`src/rtl/alu_op_sequencer.sv`:
```
`default_nettype none
// ============================================================================
// Module      : alu_op_sequencer
// Description : Initiator side of an 8-bit ALU interface. Accepts operation
//               commands over a valid/ready handshake, drives registered
//               A/B/SEL into the ALU, waits SETTLE_CYCLES edges, captures
//               OUT/V/C and returns them over a second valid/ready handshake.
//               Keeps an accumulator, sticky V/C flags and an op counter so
//               ALU operations can be chained without external glue.
// Revision    : 1.0 - initial release
// ----------------------------------------------------------------------------
// Parameters
//   SETTLE_CYCLES : edges from accept to capture, legal range 1..15
// Ports
//   clk, rst                    : clock (rising edge), async active-high reset
//   cmd_valid / cmd_ready       : command handshake
//   cmd_a, cmd_b, cmd_sel       : operands and ALU operation select
//   cmd_acc                     : use accumulator instead of cmd_a
//   cmd_wb                      : write result into accumulator on capture
//   alu_a, alu_b, alu_sel       : registered drive into the ALU
//   alu_out, alu_v, alu_c       : ALU result and flags
//   res_valid / res_ready       : result handshake
//   res_out, res_v, res_c       : captured result and flags
//   acc                         : accumulator
//   v_sticky, c_sticky          : OR of captured flags since last clear
//   sticky_clr                  : clear sticky flags
//   ops_done                    : completed operation count (wraps)
// ============================================================================
module alu_op_sequencer #(
    parameter int SETTLE_CYCLES = 1
) (
    input  logic       clk,
    input  logic       rst,
    input  logic       cmd_valid,
    output logic       cmd_ready,
    input  logic [7:0] cmd_a,
    input  logic [7:0] cmd_b,
    input  logic [1:0] cmd_sel,
    input  logic       cmd_acc,
    input  logic       cmd_wb,
    output logic [7:0] alu_a,
    output logic [7:0] alu_b,
    output logic [1:0] alu_sel,
    input  logic [7:0] alu_out,
    input  logic       alu_v,
    input  logic       alu_c,
    output logic       res_valid,
    input  logic       res_ready,
    output logic [7:0] res_out,
    output logic       res_v,
    output logic       res_c,
    output logic [7:0] acc,
    output logic       v_sticky,
    output logic       c_sticky,
    input  logic       sticky_clr,
    output logic [7:0] ops_done
);

    localparam logic [1:0] S_IDLE   = 2'd0;
    localparam logic [1:0] S_SETTLE = 2'd1;
    localparam logic [1:0] S_HOLD   = 2'd2;

    // Counter starts at SETTLE_CYCLES-1 so capture lands SETTLE_CYCLES edges
    // after the accept edge.
    localparam logic [3:0] C_SETTLE_LOAD = 4'(SETTLE_CYCLES - 1);

    logic [1:0] r_state;
    logic [3:0] r_cnt;
    logic       r_wb;
    logic       r_cmd_ready;
    logic [7:0] r_alu_a;
    logic [7:0] r_alu_b;
    logic [1:0] r_alu_sel;
    logic       r_res_valid;
    logic [7:0] r_res_out;
    logic       r_res_v;
    logic       r_res_c;
    logic [7:0] r_acc;
    logic       r_v_sticky;
    logic       r_c_sticky;
    logic [7:0] r_ops_done;

    logic       w_capture;

    assign w_capture = (r_state == S_SETTLE) && (r_cnt == 4'd0);

    always_ff @(posedge clk or posedge rst) begin
        if (rst) begin
            r_state     <= S_IDLE;
            r_cnt       <= 4'd0;
            r_wb        <= 1'b0;
            r_cmd_ready <= 1'b1;
            r_alu_a     <= 8'd0;
            r_alu_b     <= 8'd0;
            r_alu_sel   <= 2'd0;
            r_res_valid <= 1'b0;
            r_res_out   <= 8'd0;
            r_res_v     <= 1'b0;
            r_res_c     <= 1'b0;
            r_acc       <= 8'd0;
            r_v_sticky  <= 1'b0;
            r_c_sticky  <= 1'b0;
            r_ops_done  <= 8'd0;
        end else begin
            case (r_state)
                S_IDLE: begin
                    if (cmd_valid) begin
                        // Accumulator operand is the value before this op's
                        // own write-back.
                        r_alu_a     <= cmd_acc ? r_acc : cmd_a;
                        r_alu_b     <= cmd_b;
                        r_alu_sel   <= cmd_sel;
                        r_wb        <= cmd_wb;
                        r_cnt       <= C_SETTLE_LOAD;
                        r_cmd_ready <= 1'b0;
                        r_state     <= S_SETTLE;
                    end
                end
                S_SETTLE: begin
                    if (r_cnt != 4'd0) begin
                        r_cnt <= r_cnt - 4'd1;
                    end else begin
                        r_res_out   <= alu_out;
                        r_res_v     <= alu_v;
                        r_res_c     <= alu_c;
                        r_res_valid <= 1'b1;
                        r_ops_done  <= r_ops_done + 8'd1;
                        if (r_wb) begin
                            r_acc <= alu_out;
                        end
                        r_state <= S_HOLD;
                    end
                end
                S_HOLD: begin
                    if (res_ready) begin
                        r_res_valid <= 1'b0;
                        r_cmd_ready <= 1'b1;
                        r_state     <= S_IDLE;
                    end
                end
                default: begin
                    r_res_valid <= 1'b0;
                    r_cmd_ready <= 1'b1;
                    r_state     <= S_IDLE;
                end
            endcase

            // A clear coincident with a capture takes effect first, so the
            // flags end up holding just the captured values.
            if (w_capture) begin
                r_v_sticky <= (r_v_sticky & ~sticky_clr) | alu_v;
                r_c_sticky <= (r_c_sticky & ~sticky_clr) | alu_c;
            end else if (sticky_clr) begin
                r_v_sticky <= 1'b0;
                r_c_sticky <= 1'b0;
            end
        end
    end

    assign cmd_ready = r_cmd_ready;
    assign alu_a     = r_alu_a;
    assign alu_b     = r_alu_b;
    assign alu_sel   = r_alu_sel;
    assign res_valid = r_res_valid;
    assign res_out   = r_res_out;
    assign res_v     = r_res_v;
    assign res_c     = r_res_c;
    assign acc       = r_acc;
    assign v_sticky  = r_v_sticky;
    assign c_sticky  = r_c_sticky;
    assign ops_done  = r_ops_done;

endmodule
`default_nettype wire
```
`config.mk`:
```
export PLATFORM = sky130hd
export DESIGN_NAME = alu_op_sequencer
export DESIGN_NICKNAME = d
export VERILOG_FILES = /design/src/rtl/alu_op_sequencer.sv
export SDC_FILE = /design/constraint.sdc
export NUM_CORES = 1
export LEC_CHECK = 0
export CORE_AREA = 2 2 75 77
export CTS_CLUSTER_SIZE = 12
export DETAILED_ROUTE_END_ITERATION = 10
export DIE_AREA = 0 0 77 79
export HOLD_SLACK_MARGIN = 0.08
export PLACE_DENSITY_LB_ADDON = 0.3
export SLEW_MARGIN = 20
export SYNTH_ARGS = -nofsm -noshare
export SYNTH_HDL_FRONTEND = slang
export SYNTH_SLANG_ARGS = --single-unit
```
`constraint.sdc`:
```
create_clock -name clk -period 4.62 [get_ports clk]
set_input_delay 0.693 -clock clk [delete_from_list [all_inputs] [get_ports clk]]
set_output_delay 0.693 -clock clk [all_outputs]
set_load 0.01 [all_outputs]
```
### Word level (Yosys, flattened, before mapping)

Index checks and enable logic that the tools add are counted.

| operators by class | value |
|---|---|
| multiply operators | 0 |
| $lt $le $gt $ge | 0 |
| divide/modulo/power cells | 0 |
| reductions and logical operators | 13 |
| add/sub/neg operators | 2 |
| eq/ne operators | 6 |
| multiplexer cells | 17 |
| shifts and indexed selects | 0 |
| bitwise logic cells | 8 |

Operators with widths:

| operator | count |
|---|---|
| $reduce_and 3->1 | 5 |
| $add 8x1->8 const B | 1 |
| $mux 4 | 2 |
| $mux 8 | 1 |
| $pmux 4 s2 | 1 |
| $mux 1 | 7 |
| $mux 2 | 3 |
| $ne 2x2->1 const B | 3 |
| $pmux 1 s3 | 2 |
| $pmux 2 s3 | 1 |
| $logic_not 4->1 | 1 |
| $not 1->1 | 4 |
| $reduce_and 2->1 | 2 |
| $reduce_bool 2->1 | 2 |
| $reduce_bool 4->1 | 1 |
| $sub 4x1->4 const B | 1 |
| $and 1x1->1 | 2 |
| $eq 2x1->1 const B | 1 |
| $eq 2x2->1 const B | 1 |
| $logic_not 2->1 | 1 |
| $ne 2x1->1 const B | 1 |
| $or 1x1->1 | 2 |
| $logic_and 1x1->1 | 1 |

| word-level totals | value |
|---|---|
| output and inout port bits | 48 |
| input bits | 35 |
| flip-flop bits (word level) | 55 |
| bits in read-only memories | 0 |
| latch bits | 0 |
| bits in writable memories | 0 |
| memories kept | 0 |

### Logic depth before layout (Yosys ltp)

| logic depth | value |
|---|---|
| depth after elaboration | 4 |
| mapped depth | 6 |
| depth with buffers taken out | 5 |

### Worst setup path after synthesis

OpenSTA, ideal clock, no wires.

| path | value |
|---|---|
| path kind | input to register |
| from | input cmd_valid |
| to | register r_alu_sel[0] (netlist: alu_sel[0]) |
| data required time | 4.492 ns |
| path buffers | 1 |
| arrival time | 1.507 ns |
| stages | 3 |
| slack | 2.985 ns |
| library setup time | 0.128 ns |
| path through | or3b_1 -> buf_2 -> mux2_1 |

| between the ends | value |
|---|---|
| cells in the longest elaborated chain, start to end | 1 |

RTL lines:

| element | line | text |
|---|---|---|
| start, declared | 34 | `input logic cmd_valid,` |
| $reduce_and 2->1 (no line) | -- |  |
| end signal, assigned | 112 | `r_alu_sel <= cmd_sel;` |
| end, declared | 73 | `logic [1:0] r_alu_sel;` |

No other way between the ends.
A chain may end at the register's enable or synchronous reset.

### Worst setup path after layout

Ends and elaborated chain as after synthesis.

==> flow_summary.json <==
{
  "synth-simple-area-share": 0.0907,
  "critPathLaunchType": "input pin",
  "cts_resized": 0,
  "ir_worst_vdd_mv": 0.315,
  "setup_viol": 0,
  "ant_nets": 0,
  "die-area_um2": 6080,
  "yosys.cell_count.top_type": "dfrtp_1",
  "dr_total_vias": 1619,
  "ctsHoldBuffers": 0,
  "dieWidth_um": 77,
  "core_um2": 5340,
  "antennaDiodeCount": 0,
  "cts-buffers-inserted": 5,
  "slew_violations": 0,
  "avgViaCountPerCell": 4.89,
  "fin_crit_ns": 2.22,
  "nets": 295,
  "insertion_delay_ns": 0.30,
  "yosys_warnings": 0,
  "fill_cells": 461,
  "cts_tree": "built",
  "synth_fa_ha_area_frac": 0.0109,
  "track_usage": 0.164,
  "tightest_slew_ns": 1.01,
  "io_pins": 83,
  "avgSynthCellArea_um2": 13.0,
  "synth_edf_count": 0,
  "grt_max_degree": 40,
  "grt_busiest_layer": "met2",
  "arrival_ns": 2.41,
  "maxCapViolCount": 0,
  "synthMuxAreaShare": 0.177,
  "numPortBuffers": 82,
  "grt_antenna_before_repair": 0,
  "crit_chain": "clkdlybuf4s50_1 > or3b_1 > mux2_1",
  "initial_core_util": 0.429,
  "synth_top_family_by_area": "multiplexers",
  "yosysTopAreaCellShare": 0.590,
  "final_util": 0.612,
  "max_slew_margin": 0.330,
  "clock_path_buffers": 2,
  "syn_to_final_growth_pct": 42.7,
  "skew_ns": 0.00429,
  "die_h_um": 79,
  "hold_violations": 0,
  "drt_pass1_iterations": 4,
  "power.density_nw_per_um2": 642,
  "seq_area_frac_synth": 0.602,
  "wire_per_inst_um": 14.4,
  "outcome": "completed",
  "yosysUniqueCellTypes": 32,
  "slowest_delay_ns": 0.77,
  "cp-end-kind": "flip-flop",
  "ys_top_cells_by_count": "54 x dfrtp_1, 27 x mux2_2, 15 x o21ai_0",
  "drt_drc_violations_left": 0,
  "fin_area_um2": 3270,
  "synth-xor-area-share": 0.0268,
  "grt_use_met1": 0.207,
  "met2_usage": 0.263,
  "syn-cell-area_um2": 2290,
  "synthArstFlopShare": 1.00,
  "yosys-top-cells-area": "dfrtp_1 59%, mux2_2 13%, mux2i_1 3.9%",
  "fmaxAchievable_ghz": 0.450,
  "syn_nets": 213,
  "crit_required_ns": 4.81,
  "hpwl_mm": 3.48,
  "fin_crit_sh": 0.481,
  "cts_setup_buffers": 0,
  "clk_pin_slew_ns": 0.09,
  "yosys.area.top_type": "dfrtp_1",
  "worstHoldPathType": "flip-flop to flip-flop",
  "place_congestion": 0.761,
  "synth_ff_type": "dfrtp_1",
  "crit_path_top_delay_cell": "or3b_1",
  "clock_sinks": 55,
  "tns_ns": 0,
  "synth_compound_area_frac": 0.0623,
  "power.leakage_nw": 1.41,
  "grt_use_met3": 0.0705,
  "root_buffer": "clkbuf_8",
  "grt_overflow": 0,
  "path_class": "input pin to flip-flop",
  "ys_ff_latch": 55,
  "rows": 27,
  "htreeDepth": 2,
  "placed_cell_area_um2": 3170,
  "grt_pass1_wl_mm": 7.91,
  "detail_route.iter0.violations": 69,
  "drive_above_1_share": 0.166,
  "grt_setup_unrepaired": "false",
  "synthCells": 176,
  "wl_mm": 4.78,
  "cp_max_fo": 30,
  "grt_pass1_vias": 1615
}
## metrics by stage
step	cells	power [W]	hold WS [ns]	worst slack (ns)
after detailed placement	323	0.00184	0.456	2.06
after floorplan	176	0.00134	0.486	2.59
after CTS	331	0.00213	0.472	2.38
final	331	0.00210	0.467	2.40
after global routing	331	0.00224	0.502	2.25
after global placement	323	0.00182	0.456	2.08
## layout by cell type (no fill, tap or decap), drive strengths merged, types with 3 or more instances in the layout
cell type / n
o21ai: 15
xor2: 5
inv: 8
mux2i: 9
mux2: 28
clkdlybuf4s50: 82
nor4: 3
nand3: 7
o31ai: 3
nand2: 15
clkbuf: 8
dfrtp: 54
## state kept, by name, summed over array words and instances, names as in the netlist
| register | cells |
|---|---|
| r_wb | 1 |
| r_state | 2 |
| acc | 8 |
| ops_done | 8 |
| c_sticky | 1 |
| res_c | 1 |
| v_sticky | 1 |
| res_valid | 1 |
| res_v | 1 |
| alu_sel | 2 |
| cmd_ready | 1 |
| alu_b | 8 |
| res_out | 8 |
| r_cnt | 4 |
| alu_a | 8 |
## cells by family after synthesis
logic type | Yosys count
simple gates | 35
compound gates | 24
flops | 55
xor+xnor | 7
mux | 37
fa+ha+maj | 2
buf+inv | 16
## report_power, final
| part | total [W] | switching, W | internal (W) |
|---|---|---|---|
| Sequential | 0.000851 | 0.000148 | 0.000703 |
| Combinational | 0.000964 | 0.000402 | 0.000563 |
| Clock | 0.000284 | 0.000147 | 0.000137 |
| Total | 0.00210 | 0.000696 | 0.00140 |
## final cells by class
type	count	area [µm²]	area share
clock buffers	8	100	0.0306
inverters	8	30.0	0.00919
multi-input cells	105	842	0.258
flip-flops and latches	55	1380	0.422
well taps	72	90.1	0.0276
repair buffers	83	828	0.253
## critical path, delay by kind of cell
family                 cells  cell delay (ns)
buffers and inverters      1             0.47
multiplexers               1             0.48
AND/OR/NAND/NOR            1             0.77
## worst paths after layout
path | cells past startpoint | end | slack, ns | from
max in group asynchronous | 3 | ops_done[4] | 3.14 | rst
worst min register to register | 1 | ops_done[7] | 0.47 | ops_done[7]
worst max register to register | 5 | res_out[5] | 2.76 | r_cnt[0]
worst max-delay path | 3 | alu_sel[0] | 2.40 | cmd_valid
min in group asynchronous | 2 | alu_b[0] | 0.67 | rst
worst min-delay path | 1 | ops_done[7] | 0.47 | ops_done[7]
## metal layers
layer  up-vias  share of wire
li1        774              -
met1       792           0.42
met2        48           0.49
met3         5          0.084
met4         0         0.0082
met5         -              0
Power figures use the tool's default switching activity.
